## src/rtl/ram_port_arbiter_pkg.sv

```systemverilog
// ram_port_arbiter_pkg: shared widths, owner encodings and read-tag type
`ifndef UART_WIDTH
`define UART_WIDTH 8
`endif
`ifndef ADDR
`define ADDR 10
`endif
package ram_port_arbiter_pkg;
  localparam int DATAW = `UART_WIDTH;
  localparam int ADDRW = `ADDR;
  localparam logic [1:0] OWN_NONE = 2'b00;
  localparam logic [1:0] OWN_A    = 2'b01;
  localparam logic [1:0] OWN_B    = 2'b10;
  typedef struct packed {
    logic valid;
    logic port_b;
  } rd_tag_t;
endpackage

```

## src/rtl/ram_port_arbiter_if.sv

```systemverilog
// ram_port_arbiter_if: two requester ports plus the RAM side of the arbiter
interface ram_port_arbiter_if;
  import ram_port_arbiter_pkg::*;
  logic             a_req, a_lock, a_we, a_gnt, a_rvalid;
  logic [ADDRW-1:0] a_addr;
  logic [DATAW-1:0] a_din, a_rdata;
  logic             b_req, b_lock, b_we, b_gnt, b_rvalid;
  logic [ADDRW-1:0] b_addr;
  logic [DATAW-1:0] b_din, b_rdata;
  logic             ram_we;
  logic [ADDRW-1:0] ram_addr;
  logic [DATAW-1:0] ram_din, ram_dout;
  logic [1:0]       owner;
  modport master (
    output a_req, a_lock, a_we, a_addr, a_din,
    output b_req, b_lock, b_we, b_addr, b_din,
    output ram_dout,
    input  a_gnt, a_rvalid, a_rdata, b_gnt, b_rvalid, b_rdata,
    input  ram_we, ram_addr, ram_din, owner
  );
  modport slave (
    input  a_req, a_lock, a_we, a_addr, a_din,
    input  b_req, b_lock, b_we, b_addr, b_din,
    input  ram_dout,
    output a_gnt, a_rvalid, a_rdata, b_gnt, b_rvalid, b_rdata,
    output ram_we, ram_addr, ram_din, owner
  );
endinterface

```

## src/rtl/ram_port_arbiter_arb_rd_tag_pipe.sv

```systemverilog
// arb_rd_tag_pipe: RD_LAT-deep shift register of read tags aligned with RAM read latency
module arb_rd_tag_pipe
  import ram_port_arbiter_pkg::*;
#(
  parameter int RD_LAT = 1
) (
  input  logic    clk,
  input  logic    rst,
  input  rd_tag_t in_tag,
  output rd_tag_t out_tag
);
  rd_tag_t pipe [RD_LAT];
  always_ff @(posedge clk)
    if (!rst)
      for (int i = 0; i < RD_LAT; i++) pipe[i] <= '0;
    else begin
      pipe[0] <= in_tag;
      for (int i = 1; i < RD_LAT; i++) pipe[i] <= pipe[i-1];
    end
  assign out_tag = pipe[RD_LAT-1];
endmodule

```

## src/rtl/ram_port_arbiter.sv

```systemverilog
// ram_port_arbiter: round-robin arbiter with bounded burst lock sharing one single-port RAM
module ram_port_arbiter
  import ram_port_arbiter_pkg::*;
#(
  parameter int RD_LAT   = 1,
  parameter int MAX_HOLD = 16
) (
  input logic               clk,
  input logic               rst,
  ram_port_arbiter_if.slave bus
);
  localparam int HW = $clog2(MAX_HOLD + 1);
  localparam logic [HW-1:0] HMAX = HW'(MAX_HOLD);
  logic [1:0]    owner, owner_nx;
  logic [HW-1:0] hold, hold_nx;
  logic          last_b, sel_a, sel_b, own_req, own_we, own_lock, served_b, keep, both;
  rd_tag_t       push_tag, ret_tag;
  assign sel_a    = owner == OWN_A;
  assign sel_b    = owner == OWN_B;
  assign own_req  = sel_a ? bus.a_req  : sel_b & bus.b_req;
  assign own_we   = sel_a ? bus.a_we   : sel_b & bus.b_we;
  assign own_lock = sel_a ? bus.a_lock : sel_b & bus.b_lock;
  // the current owner counts as served this cycle; when idle fall back to the stored port
  assign served_b = sel_b | (~sel_a & last_b);
  assign keep     = own_lock && hold < HMAX;
  assign both     = bus.a_req & bus.b_req;
  always_comb begin
    owner_nx = both ? (keep ? owner : (served_b ? OWN_A : OWN_B))
             : bus.a_req ? OWN_A : bus.b_req ? OWN_B : OWN_NONE;
    hold_nx  = (both & keep) ? hold + 1'b1 : (owner_nx == owner) ? hold : '0;
  end
  always_ff @(posedge clk)
    if (!rst) begin
      owner  <= OWN_NONE;
      hold   <= '0;
      last_b <= 1'b1;
    end else begin
      owner  <= owner_nx;
      hold   <= hold_nx;
      last_b <= served_b;
    end
  assign bus.owner    = owner;
  assign bus.a_gnt    = owner[0];
  assign bus.b_gnt    = owner[1];
  assign bus.ram_we   = own_req & own_we;
  assign bus.ram_addr = sel_a ? bus.a_addr : sel_b ? bus.b_addr : '0;
  assign bus.ram_din  = sel_a ? bus.a_din  : sel_b ? bus.b_din  : '0;
  assign push_tag     = '{valid: own_req & ~own_we, port_b: sel_b};
  arb_rd_tag_pipe #(.RD_LAT(RD_LAT)) u_tag (
    .clk(clk),
    .rst(rst),
    .in_tag(push_tag),
    .out_tag(ret_tag)
  );
  assign bus.a_rvalid = ret_tag.valid & ~ret_tag.port_b;
  assign bus.b_rvalid = ret_tag.valid & ret_tag.port_b;
  assign bus.a_rdata  = bus.ram_dout;
  assign bus.b_rdata  = bus.ram_dout;
endmodule
```

## src/flat_wrapper.sv

```systemverilog
// flat-port wrapper written by rule: the top's interface ports become plain ports
module ram_port_arbiter_flat import ram_port_arbiter_pkg::*;
#(
  parameter int RD_LAT   = 1,
  parameter int MAX_HOLD = 16
)
  (clk, rst, bus_a_req, bus_a_lock, bus_a_we, bus_a_addr, bus_a_din, bus_b_req, bus_b_lock, bus_b_we, bus_b_addr, bus_b_din, bus_ram_dout, bus_a_gnt, bus_a_rvalid, bus_a_rdata, bus_b_gnt, bus_b_rvalid, bus_b_rdata, bus_ram_we, bus_ram_addr, bus_ram_din, bus_owner);
  ram_port_arbiter_if bus_i ();
  input logic clk;
  input logic rst;
  input wire logic [$bits(bus_i.a_req)-1:0] bus_a_req;
  input wire logic [$bits(bus_i.a_lock)-1:0] bus_a_lock;
  input wire logic [$bits(bus_i.a_we)-1:0] bus_a_we;
  input wire logic [$bits(bus_i.a_addr)-1:0] bus_a_addr;
  input wire logic [$bits(bus_i.a_din)-1:0] bus_a_din;
  input wire logic [$bits(bus_i.b_req)-1:0] bus_b_req;
  input wire logic [$bits(bus_i.b_lock)-1:0] bus_b_lock;
  input wire logic [$bits(bus_i.b_we)-1:0] bus_b_we;
  input wire logic [$bits(bus_i.b_addr)-1:0] bus_b_addr;
  input wire logic [$bits(bus_i.b_din)-1:0] bus_b_din;
  input wire logic [$bits(bus_i.ram_dout)-1:0] bus_ram_dout;
  output wire logic [$bits(bus_i.a_gnt)-1:0] bus_a_gnt;
  output wire logic [$bits(bus_i.a_rvalid)-1:0] bus_a_rvalid;
  output wire logic [$bits(bus_i.a_rdata)-1:0] bus_a_rdata;
  output wire logic [$bits(bus_i.b_gnt)-1:0] bus_b_gnt;
  output wire logic [$bits(bus_i.b_rvalid)-1:0] bus_b_rvalid;
  output wire logic [$bits(bus_i.b_rdata)-1:0] bus_b_rdata;
  output wire logic [$bits(bus_i.ram_we)-1:0] bus_ram_we;
  output wire logic [$bits(bus_i.ram_addr)-1:0] bus_ram_addr;
  output wire logic [$bits(bus_i.ram_din)-1:0] bus_ram_din;
  output wire logic [$bits(bus_i.owner)-1:0] bus_owner;
  assign bus_i.a_req = bus_a_req;
  assign bus_i.a_lock = bus_a_lock;
  assign bus_i.a_we = bus_a_we;
  assign bus_i.a_addr = bus_a_addr;
  assign bus_i.a_din = bus_a_din;
  assign bus_i.b_req = bus_b_req;
  assign bus_i.b_lock = bus_b_lock;
  assign bus_i.b_we = bus_b_we;
  assign bus_i.b_addr = bus_b_addr;
  assign bus_i.b_din = bus_b_din;
  assign bus_i.ram_dout = bus_ram_dout;
  assign bus_a_gnt = bus_i.a_gnt;
  assign bus_a_rvalid = bus_i.a_rvalid;
  assign bus_a_rdata = bus_i.a_rdata;
  assign bus_b_gnt = bus_i.b_gnt;
  assign bus_b_rvalid = bus_i.b_rvalid;
  assign bus_b_rdata = bus_i.b_rdata;
  assign bus_ram_we = bus_i.ram_we;
  assign bus_ram_addr = bus_i.ram_addr;
  assign bus_ram_din = bus_i.ram_din;
  assign bus_owner = bus_i.owner;
  ram_port_arbiter #(.RD_LAT(RD_LAT), .MAX_HOLD(MAX_HOLD)) u_core (.clk(clk), .rst(rst), .bus(bus_i));
endmodule
```

## config.mk

```make
export PLATFORM = sky130hd
export DESIGN_NAME = ram_port_arbiter_flat
export DESIGN_NICKNAME = d
export VERILOG_FILES = /design/src/rtl/ram_port_arbiter_pkg.sv /design/src/rtl/ram_port_arbiter_if.sv /design/src/rtl/ram_port_arbiter_arb_rd_tag_pipe.sv /design/src/rtl/ram_port_arbiter.sv /design/src/flat_wrapper.sv
export SDC_FILE = /design/constraint.sdc
export NUM_CORES = 1
export LEC_CHECK = 0
export CAP_MARGIN = 25
export CORE_ASPECT_RATIO = 0.6
export CORE_UTILIZATION = 29
export DETAILED_ROUTE_END_ITERATION = 10
export PLACE_DENSITY = 0.81
export SLEW_MARGIN = 20
export SYNTH_ARGS = -nofsm -noshare
export SYNTH_HDL_FRONTEND = slang
export SYNTH_HIERARCHICAL = 1
export SYNTH_SLANG_ARGS = --single-unit
```

## constraint.sdc

```tcl
create_clock -name clk -period 1.45 [get_ports clk]
set_input_delay 0.145 -clock clk [delete_from_list [all_inputs] [get_ports clk]]
set_output_delay 0.145 -clock clk [all_outputs]
set_load 0.01 [all_outputs]
```

Yosys cells after proc, flatten, opt, wreduce, memory -nomap -nowiden
Memories as Yosys holds them, arrays and structs flattened.
Cells that the tools add are included.
Cells by class
  add/sub/neg operators: 1
  magnitude comparators: 1
  equality and inequality tests: 4
  multiplexer cells: 18
  bitwise gates (word level): 14
  reduce and logical (&&, ||, !) cells: 2
Operators with widths (count)
  $mux 10: 2
  $mux 8: 2
  $mux 2: 6
  $and 1x1->1: 10
  $mux 5: 2
  $mux 1: 6
  $add 5x1->5 const B: 1
  $lt 5x5->1 const B: 1
  $not 1->1: 3
  $eq 2x1->1 const B: 1
  $eq 2x2->1: 1
  $eq 2x2->1 const B: 1
  $ne 2x1->1 const B: 1
  $reduce_or 2->1: 1
  $logic_and 1x1->1: 1
  $or 1x1->1: 1
Word-level totals
  register bits after elaboration: 8
  RAM bits: 2
  bits of input ports: 52
  output and inout port bits: 41
  logic and storage cells: 44
  memories: 1
Memory list
  u_core.u_tag.pipe: depth 1, width 2, rd ports 1, clocked after Yosys merged registers in 0, wr ports 1, line ram_port_arbiter_arb_rd_tag_pipe.sv:12  | rd_tag_t pipe [RD_LAT];

Depth between registers and ports, before layout
Gate-level depths: netlist (run 1).
  depth in word-level cells: 10
  depth in mapped cells: 4
  depth with buffers taken out: 4

Cells and area by module
Netlist (run 1), hierarchy kept.
Modules (own cells, without submodules)
  ram_port_arbiter: instances 1, cells each 102, area an instance 845.8 um^2, sequential area each 160.2 um^2
  arb_rd_tag_pipe: instances 1, cells each 4, area an instance 52.6 um^2, sequential area each 40.0 um^2

Worst setup path before layout (run 1)
Ideal clock, no wire load.
  path kind: flip-flop to flip-flop
  start: register u_core.owner[0], in the netlist u_core/bus.owner[0]
  end: register u_core.owner[1], in the netlist u_core/bus.owner[1]
  setup time: 0.116 ns
  data arrival time: 1.178 ns
  required time: 1.334 ns
  path slack: 0.155 ns
  cell stages (with the launch flop): 5
  period minus slack after synthesis: 1.295 ns
  path through: dfxtp_1 -> buf_2 -> a21boi_2 -> a211o_1 -> o211a_1
On the way
  cells in the longest elaborated chain, start to end: 7
  elaborated cells on any way between the ends: 11
  those cells by class: eq/ne (2); mux (4); bitwise (4); reduce/logical (1)
RTL lines
  start, declared: line ram_port_arbiter.sv:14  | logic [1:0] owner, owner_nx;
  start signal, assigned: line ram_port_arbiter.sv:38  | owner <= owner_nx;
  $eq 2x1->1: line ram_port_arbiter.sv:18  | assign sel_a = owner == OWN_A;
  $not 1->1: line ram_port_arbiter.sv:24  | assign served_b = sel_b | (~sel_a & last_b);
  $and 1x1->1: line ram_port_arbiter.sv:24
  $or 1x1->1: line ram_port_arbiter.sv:24
  $mux 2: line ram_port_arbiter.sv:28  | owner_nx = both ? (keep ? owner : (served_b ? OWN_A : OWN_B))
  $mux 2 (*) (2 in a row): line ram_port_arbiter.sv:28
Mark *: on every way between the ends. The rest lies on a longest branch, timed or not.
A chain may end at the register's enable or synchronous reset.

Worst setup path after layout (run 1)
  start: register u_core.owner[1], in the netlist u_core/bus.owner[1]
  end: register u_core.owner[1], in the netlist u_core/bus.owner[1]
Same word-level chain as after synthesis.

==> results.py, run 1 <==
metrics = {
    "outcome": {
        "status": "finished, final reports clean",
    },
    "sta": {
        "slew_headroom_pct": 82.9,
        "tns_ns": 0,
        "finClkSkew_ns": 0.000641,
        "setup_viol": 0,
        "finalCriticalPeriod_ns": 1.43,
        "hold_violations": 0,
        "rsz0062_at_grt": "true",
        "fin_ws_ns": 0.0217,
        "slew_viol_final": 0,
        "max_freq_mhz": 700,
        "worst_slew_pin_slew_ns": 0.255,
        "timing.final.crit_share_pct": 98.5,
    },
    "detailed_routing": {
        "drc": 0,
        "drt_iter0_drc": 35,
        "via_count": 1029,
        "via_per_inst": 4.88,
        "wirelength_mm": 3.44,
        "drt_first_pass_iters": 4,
        "final_antenna_net_count": 0,
        "post_drt_wl_per_cell_um": 16.3,
    },
    "synthesis": {
        "synthesis.area_sq_um": 898,
        "synth_edf_count": 0,
        "synthArstFlopShare_pct": 0,
        "synth_commonest_cells": "19 x buf_4, 18 x a22o_1, 10 x dfxtp_1",
        "yosysTopAreaCell": "dfxtp_1",
        "ys_ff_latch": 10,
        "ys_seq_area_share_pct": 22.3,
        "ys.warnings.count": 6,
        "avgSynthCellArea_sq_um": 8.48,
        "syn-num-nets": 159,
        "netlist_instances": 106,
        "netlist-cell-type-count": 35,
        "ys.flop_type": "dfxtp_1",
        "yosysTopAreaCellShare_pct": 22.3,
        "synth.area.top_cells": "dfxtp_1 22%, a22o_1 18%, buf_4 16%, buf_2 3.3%, inv_1 2.5%",
        "synthMostInstantiatedCell": "buf_4",
    },
    "worst_setup_path": {
        "max_stage_delay_ns": 0.35,
        "worstReg2RegStart": "u_core/bus.owner[1]",
        "r2r-end": "u_core/bus.owner[1]",
        "critical_path_class": "flip-flop to flip-flop",
        "rr_worst_depth": 4,
        "crit_family": "compound AO/OA/AOI/OAI gates",
        "critPathLaunchType": "flip-flop",
        "path_max_fanout": 9,
        "critPathSlowestCell": "dfxtp_4",
        "cp.required_ns": 1.57,
        "cp_cell_sequence": "buf_6 > or3b_1 > a211o_1 > o211a_1",
        "critPathArrivalTime_ns": 1.55,
        "cp_num_buf_inv": 1,
        "r2r_slack_ns": 0.02,
        "end_kind": "flip-flop",
    },
    "global_routing": {
        "grt_pass1_vias": 1035,
        "grt_overflow_total": 0,
        "grt_max_degree": 13,
        "grt_pass1_wl_mm": 5.15,
        "antenna_found_initial": 0,
        "grt_usage_pct": 21.0,
    },
    "layout": {
        "nFillCells": 260,
        "area_delta_synth_final_pct": 79.1,
        "multi_input_area_sq_um": 536,
        "drive_gt1_share_pct": 30.2,
        "final_area_sq_um": 1610,
        "stdcell_count": 211,
        "finalNetCount": 223,
        "antenna_cells": 0,
        "regArea_sq_um": 208,
    },
    "floorplanning": {
        "core.rowCount": 15,
        "coreArea_sq_um": 2910,
        "die_h_um": 45.1,
        "dieArea_sq_um": 3330,
        "initial_utilization_pct": 30.9,
        "pin_count": 93,
        "die_w_um": 73.9,
    },
    "hold_path": {
        "holdCritPathClass": "primary input to output pin",
        "min_from": "bus_ram_dout[4]",
        "holdPathStages": 0,
        "hold_end": "bus_a_rdata[4]",
    },
    "clock_network": {
        "clkSinkCount": 10,
        "cts_root_buffer": "clkbuf_8",
        "worst_skew_pair.late_latency_ns": 0.23,
        "cts_made_buffers": 3,
        "htree_levels": 1,
        "clkTransAtPathRegs_ns": 0.05,
        "tritoncts": "built",
        "clockBufferDepth": 2,
    },
    "flow_run": {
        "maxCapViolations": 0,
    },
    "pwr": {
        "p_per_area_nw_per_um2": 632,
        "p_leak_nw": 0.713,
        "ir_drop_uv": 240,
    },
    "place": {
        "dp_slack_ns": -0.160,
        "dp_hpwl_mm": 2.43,
        "gp_congestion": 0.823,
        "place_area_sq_um": 1540,
        "portBuffers": 68,
        "placed_cells": 202,
    },
}
==> power by group <==
group	internal [W]	switching, W	total, W
combinational	0.000232	0.000148	0.000380
sequential	0.000282	0.00000813	0.000290
clock	0.000239	0.000108	0.000347
total	0.000753	0.000264	0.00102
==> placed cells by master (no fill, tap or decap), types with 2 or more instances in the layout <==
cell / count
dlygate4sd2_1: 4
nor2b_4: 2
inv_1: 6
buf_4: 8
and2_1: 3
nand3_1: 2
dfxtp_1: 8
buf_6: 8
o2111ai_1: 2
a22o_1: 18
clkbuf_2: 6
dfxtp_4: 2
and3b_1: 2
nand2_1: 3
buf_2: 14
nor3b_1: 2
nand2b_1: 3
o22ai_1: 3
clkdlybuf4s50_1: 45
clkbuf_8: 4
==> worst register-to-register path, stage by stage (launching register included) <==
cell     delay, ns
dfxtp_4       0.35
buf_6         0.13
or3b_1        0.34
a211o_1       0.28
o211a_1       0.21
==> metrics by stage <==
step,hold slack (ns),util [%],total power [W]
after floorplan,0.221,-,0.000475
after global placement,0.290,53.1,0.000667
after detailed placement,0.290,53.1,0.000675
after CTS,0.290,56.0,0.00102
after global routing,0.290,55.3,0.00106
final,0.290,55.3,0.00102
==> worst max path at each step <==
| stage | startpoint | cells past startpoint | endpoint | slack [ns] |
|---|---|---|---|---|
| 2_1_floorplan | u_core/bus.owner[0] | 4 | u_core/bus.owner[1] | 0.16 |
| 3_3_place_gp | bus_a_req | 4 | bus_ram_we | -0.14 |
| 3_5_place_dp | u_core/bus.owner[0] | 4 | bus_ram_addr[8] | -0.16 |
| 4_1_cts | u_core/bus.owner[1] | 4 | bus_ram_addr[8] | -0.02 |
| 5_1_grt | u_core/bus.owner[1] | 4 | u_core/bus.owner[1] | -0.03 |
| 6_report | u_core/bus.owner[1] | 4 | u_core/bus.owner[1] | 0.02 |
==> cells by family after synthesis <==
group                    after synthesis  share of synthesized area, %
AO/OA/AOI/OAI                         34                          31.3
XOR/XNOR                               2                          1.95
adder cells (fa/ha/maj)                1                          1.39
buffers and inverters                 32                          22.3
flip-flops                            10                          22.3
multiplexers                           1                          1.11
AND/OR/NAND/NOR                       26                          19.6
==> flip-flops by register name, summed over array words and instances, names as in the netlist <==
register / cells
u_core/hold: 5
u_core/u_tag/pipe: 2
u_core/last_b: 1
u_core/bus.owner: 2
==> per-layer routing <==
metal	GRT usage (%)	vias to the layer above	share of wire [%]
met1	27.9	483	46
met4	7.31	0	1.4
met5	0	-	0
met2	35.2	33	49
met3	3.13	8	2.9
li1	-	505	-
==> final cells by class <==
cell class	count	area share [%]
repair buffers	85	45.7
multi-input cells	64	33.3
flip-flops and latches	10	12.9
clock buffers	4	3.42
well taps	42	3.27
inverters	6	1.40
==> repair_timing <==
item                       CTS  global route
hold endpoints to repair     0             0
cloned                       2             1
hold buffers                 0             0
pin swaps                    1             1
setup endpoints to repair   23            17
buffers inserted             2             0
gates resized for setup     83            14
No activity file was read; power rests on OpenSTA's default activity.
==> run 2, diff against run 1 <==
--- a/config.mk
+++ b/config.mk
@@ -10,6 +10,7 @@
 export CORE_UTILIZATION = 29
 export DETAILED_ROUTE_END_ITERATION = 10
 export PLACE_DENSITY = 0.81
+export SKIP_LAST_GASP = 1
 export SLEW_MARGIN = 20
 export SYNTH_ARGS = -nofsm -noshare
 export SYNTH_HDL_FRONTEND = slang
==> constraint.sdc (replaced) <==
create_clock -name clk -period 1.35 [get_ports clk]
set_input_delay 0.135 -clock clk [delete_from_list [all_inputs] [get_ports clk]]
set_output_delay 0.135 -clock clk [all_outputs]
set_load 0.01 [all_outputs]
==> run 2 against run 1 <==
The run now ends with setup timing left. Combinational power up 10%. Critical path depth did not move. Global-route usage down 1.3 points. First-iteration DRC count rose by 74%. Core utilization up 0.95 points. Count of clock-buffer cells in the layout is 1 lower. Final cell count rose by 1.4%. Sequential share of layout area decreased by 0.22 points.
==> results.py, run 2 (synthesis gave the netlist of run 1 again) <==
metrics = {
    "layout": {
        "layout_common_cells": "43 x clkdlybuf4s50_1, 19 x buf_2, 18 x a22o_1",
        "largest_register_ff_count": 5,
        "final_area_sq_um": 1640,
        "area_delta_synth_final_pct": 82.2,
        "stdcell_count": 214,
        "finalNetCount": 227,
        "mostFrequentLayoutCell": "clkdlybuf4s50_1",
        "reg.largest.list": "u_core/hold x5, u_core/bus.owner x2, u_core/u_tag/pipe x2",
        "nFillCells": 273,
        "antenna_cells": 0,
        "drive_gt1_share_pct": 31.4,
        "top_register": "u_core/hold",
    },
    "place": {
        "place_area_sq_um": 1550,
        "gp_congestion": 0.815,
        "portBuffers": 68,
        "placed_cells": 203,
        "dp_hpwl_mm": 2.49,
    },
    "sta": {
        "hold_ws_ns": 0.270,
        "slew_headroom_pct": 83.0,
        "hold_violations": 0,
        "slew_viol_final": 0,
        "timing.final.crit_share_pct": 108,
        "finalCriticalPeriod_ns": 1.46,
        "fin_ws_ns": -0.112,
        "setup_viol": 15,
        "worst_slew_pin_slew_ns": 0.254,
        "rsz0062_at_grt": "true",
        "finClkSkew_ns": 0.00315,
        "max_freq_mhz": 684,
    },
    "clock_network": {
        "clkSinkCount": 10,
        "clockBufferDepth": 2,
        "cts_root_buffer": "clkbuf_8",
        "hold_buffers": 0,
        "worst_skew_pair.late_latency_ns": 0.23,
        "clkTransAtPathRegs_ns": 0.05,
        "htree_levels": 1,
        "tritoncts": "built",
        "cts_made_buffers": 3,
    },
    "pwr": {
        "ir_drop_uv": 293,
        "p_leak_nw": 0.753,
        "p_per_area_nw_per_um2": 630,
    },
    "floorplanning": {
        "dieArea_sq_um": 3330,
        "die_w_um": 73.9,
        "pin_count": 93,
        "core.rowCount": 15,
        "coreArea_sq_um": 2910,
        "die_h_um": 45.1,
        "initial_utilization_pct": 30.9,
    },
    "detailed_routing": {
        "post_drt_wl_per_cell_um": 16.0,
        "drc": 0,
        "drt_iter0_drc": 61,
        "drt_first_pass_iters": 4,
        "via_count": 1074,
        "final_antenna_net_count": 0,
        "via_per_inst": 5.02,
        "wirelength_mm": 3.41,
    },
    "worst_setup_path": {
        "critical_path_class": "flip-flop to output pin",
        "critPathArrivalTime_ns": 1.33,
        "r2r_slack_ns": -0.08,
        "path_max_fanout": 5,
        "end_kind": "output pin",
        "cp.required_ns": 1.22,
        "critPathLaunchType": "flip-flop",
    },
    "hold_path": {
        "holdCritPathClass": "primary input to output pin",
    },
    "global_routing": {
        "grt_usage_pct": 19.6,
        "antenna_found_initial": 0,
        "grt_overflow_total": 0,
        "grt_max_degree": 13,
        "grt_pass1_wl_mm": 4.81,
        "grt_pass1_vias": 998,
    },
    "outcome": {
        "violations": "setup timing",
        "status": "complete, but fails checks",
    },
    "flow_run": {
        "maxCapViolations": 0,
    },
}
run 2: path summary, 6_finish.rpt:
path,end,depth (start not counted),from
hold reg to reg,u_core/hold[0],1,u_core/hold[0]
setup reg to reg,u_core/bus.owner[1],4,u_core/bus.owner[1]
setup / recovery,bus_ram_din[5],4,u_core/bus.owner[1]
hold / removal,bus_a_rdata[4],0,bus_ram_dout[4]
run 2: layer usage:
metal / GRT usage, % / part of all wire [%]
met5: 0 / 0
met4: 7.69 / 1.2
met3: 4.46 / 6.7
met2: 29.5 / 48
met1: 27.4 / 44
run 2: repair_timing:
action | 4_1_cts | 5_1_grt
hold endpoints to repair | 0 | 0
cloned | 4 | 2
endpoints found under the setup margin | 29 | 27
pin swaps | 1 | 10
buffers inserted | 1 | 2
gates resized for setup | 96 | 13
run 2: layout make-up:
type | count | area, sq um | area share, %
inverters | 6 | 22.5 | 1.38
flip-flops and latches | 10 | 208 | 12.7
well taps | 42 | 52.6 | 3.21
multi-input cells | 64 | 536 | 32.7
repair buffers | 89 | 777 | 47.5
clock buffers | 3 | 41.3 | 2.52
run 2: stage by stage:
step / util, % / power, W / setup TNS (ns) / worst slack (ns)
after floorplan: - / 0.000510 / 0 / 0.0554
after global placement: 53.3 / 0.000716 / -4.22 / -0.230
after detailed placement: 53.3 / 0.000726 / -4.51 / -0.216
after CTS: 55.1 / 0.00102 / -0.590 / -0.0862
after global routing: 56.3 / 0.00108 / -1.55 / -0.144
final: 56.3 / 0.00103 / -0.609 / -0.112
run 2: critical path, cell delays in order, from the launching register on:
cell and delay (ns):
dfxtp_4 0.37, nor2b_4 0.21, buf_6 0.14, a22o_1 0.15
clkdlybuf4s15_2 0.22
run 2: where the power goes:
| part | internal [W] | leakage (nW) | switching (W) |
|---|---|---|---|
| sequential | 0.000304 | 0.0826 | 0.00000908 |
| combinational | 0.000258 | 0.649 | 0.000161 |
| clock | 0.000194 | 0.0216 | 0.000106 |
==> run 3, diff against run 2 <==
--- a/config.mk
+++ b/config.mk
@@ -10,6 +10,7 @@
 export CORE_UTILIZATION = 29
 export DETAILED_ROUTE_END_ITERATION = 10
 export PLACE_DENSITY = 0.81
+export SKIP_CTS_REPAIR_TIMING = 1
 export SKIP_LAST_GASP = 1
 export SLEW_MARGIN = 20
 export SYNTH_ARGS = -nofsm -noshare
==> run 3 against run 2 <==
The run still ends with setup timing left. Worst hold slack unchanged. Clock skew about the same. Sequential power about the same. Wire length down 0.47%. Sequential share of layout area fell by 0.13 points. Largest cell class unchanged. Largest power group unchanged.
==> results.py, run 3 (synthesis gave the netlist of run 1 again) <==
metrics = {
    "detailed_routing": {
        "top_layer_used": "met4",
        "drt_first_pass_iters": 4,
        "drt_iter0_drc": 45,
        "wl_met2_mm": 1.65,
        "wirelength_mm": 3.40,
        "via_per_inst": 4.95,
        "post_drt_wl_per_cell_um": 16.0,
        "via_count": 1049,
        "routedLengthMet1_mm": 1.51,
        "drc": 0,
        "met3_length_um": 203,
        "final_antenna_net_count": 0,
    },
    "global_routing": {
        "grt_overflow_total": 0,
        "grt_max_degree": 19,
        "grt_usage_pct": 18.0,
        "antenna_found_initial": 0,
        "grt_pass1_wl_mm": 4.48,
        "grt_pass1_vias": 953,
    },
    "sta": {
        "slew_headroom_pct": 83.5,
        "max_freq_mhz": 695,
        "slew_viol_final": 0,
        "rsz0062_at_grt": "true",
        "hold_ws_ns": 0.270,
        "hold_violations": 0,
        "setup_viol": 20,
        "worst_slew_pin_slew_ns": 0.247,
        "finalCriticalPeriod_ns": 1.44,
        "timing.final.crit_share_pct": 107,
        "tns_ns": -0.605,
        "fin_ws_ns": -0.0883,
        "finClkSkew_ns": 0.00310,
    },
    "hold_path": {
        "holdCritPathClass": "primary input to output pin",
    },
    "clock_network": {
        "clockBufferDepth": 2,
        "clkSinkCount": 10,
        "clkTransAtPathRegs_ns": 0.05,
        "worst_skew_pair.late_latency_ns": 0.23,
        "cts_made_buffers": 3,
        "tritoncts": "built",
        "htree_levels": 1,
        "cts_root_buffer": "clkbuf_8",
    },
    "place": {
        "portBuffers": 68,
        "dp_slack_ns": -0.216,
        "gp_congestion": 0.815,
        "dp_hpwl_mm": 2.49,
        "place_area_sq_um": 1550,
        "placed_cells": 203,
    },
    "pwr": {
        "p_sw_w": 0.000277,
        "pwr-share-clk_pct": 29.1,
        "intPower_w": 0.000757,
        "ir_drop_uv": 285,
        "switching_share_pct": 26.8,
        "seqPwrFrac_pct": 30.2,
        "p_per_area_nw_per_um2": 625,
        "combPwrFrac_pct": 40.7,
        "p_leak_nw": 0.811,
    },
    "layout": {
        "layout_common_cells": "43 x clkdlybuf4s50_1, 18 x a22o_1, 17 x clkbuf_2",
        "area_delta_synth_final_pct": 84.1,
        "top_register": "u_core/hold",
        "mostFrequentLayoutCell": "clkdlybuf4s50_1",
        "drive_gt1_share_pct": 30.6,
        "antenna_cells": 0,
        "finalNetCount": 225,
        "reg.largest.list": "u_core/hold x5, u_core/bus.owner x2, u_core/u_tag/pipe x2",
        "final_area_sq_um": 1650,
        "nFillCells": 276,
        "largest_register_ff_count": 5,
        "stdcell_count": 212,
    },
    "worst_setup_path": {
        "max_stage_delay_ns": 0.36,
        "critical_path.startpoint": "u_core/bus.owner[1]",
        "critPathLaunchType": "flip-flop",
        "crit_end": "bus_ram_addr[4]",
        "worstReg2RegStart": "u_core/bus.owner[1]",
        "critPathSlowestCell": "dfxtp_4",
        "critical_path_class": "flip-flop to output pin",
        "r2r_slack_ns": -0.09,
        "r2r-end": "u_core/bus.owner[1]",
        "critPathArrivalTime_ns": 1.30,
        "rr_worst_depth": 4,
        "cp_cell_sequence": "nor2b_4 > buf_6 > a22o_1 > dlymetal6s2s_1",
        "path_max_fanout": 5,
        "end_kind": "output pin",
        "cp.required_ns": 1.22,
    },
    "floorplanning": {
        "dieArea_sq_um": 3330,
        "die_w_um": 73.9,
        "initial_utilization_pct": 30.9,
        "pin_count": 93,
        "core.rowCount": 15,
        "coreArea_sq_um": 2910,
        "die_h_um": 45.1,
    },
    "outcome": {
        "status": "complete, but fails checks",
        "violations": "setup timing",
    },
    "flow_run": {
        "maxCapViolations": 0,
    },
}
## run 3: cell types whose count changed in the layout (fill, tap and decap cells not counted), sizes merged
| cell | before | now |
|---|---|---|
| clkdlybuf4s15 | 1 | 0 |
| dlymetal6s2s | 1 | 7 |
| clkbuf | 3 | 20 |
| dlygate4sd2 | 5 | 0 |
| buf | 39 | 20 |
## run 3: final cells by class
type	instances	area, sq um	share of cell area [%]
multi-input combinational	64	549	33.2
sequential	10	208	12.6
tap	42	52.6	3.18
clock buffer	3	41.3	2.50
inverter	6	22.5	1.36
timing repair buffer	87	781	47.2
## run 3: critical path: cells and delay by family (launching register included)
kind,cells,cell delay (ns)
AOI/OAI and AO/OA,1,0.16
buffers and inverters,2,0.32
DFF,1,0.36
and+or+nand+nor,1,0.23
## run 3: worst min path at each step
stage / startpoint / to / slack, ns / depth (start not counted)
6_report: bus_ram_dout[4] / bus_a_rdata[4] / 0.27 / 0
3_3_place_gp: bus_ram_dout[6] / bus_a_rdata[6] / 0.27 / 0
4_1_cts: bus_ram_dout[6] / bus_a_rdata[6] / 0.27 / 0
3_5_place_dp: bus_ram_dout[6] / bus_a_rdata[6] / 0.27 / 0
2_1_floorplan: rst / u_core/last_b / 0.21 / 1
5_1_grt: bus_ram_dout[4] / bus_a_rdata[4] / 0.27 / 0
## run 3: power groups by stage
| stage | logic [W] | clock network, W | registers, W |
|---|---|---|---|
| 2_1_floorplan | 0.000191 | 0 | 0.000319 |
| 3_3_place_gp | 0.000400 | 0 | 0.000316 |
| 3_5_place_dp | 0.000409 | 0 | 0.000316 |
| 4_1_cts | 0.000413 | 0.000301 | 0.000311 |
| 5_1_grt | 0.000446 | 0.000321 | 0.000313 |
| 6_report | 0.000421 | 0.000301 | 0.000312 |
## run 3: layer usage
layer / vias up / GRT usage [%]
li1: 508 / -
met1: 492 / 24.6
met2: 45 / 27.3
met3: 4 / 4.24
met4: 0 / 7.69
met5: - / 0
## run 3: stage by stage
stage | power (W) | util [%]
5_1_grt | 0.00108 | 56.9
3_5_place_dp | 0.000726 | 53.3
3_3_place_gp | 0.000716 | 53.3
4_1_cts | 0.00102 | 54.8
6_report | 0.00103 | 56.9
2_1_floorplan | 0.000510 | -
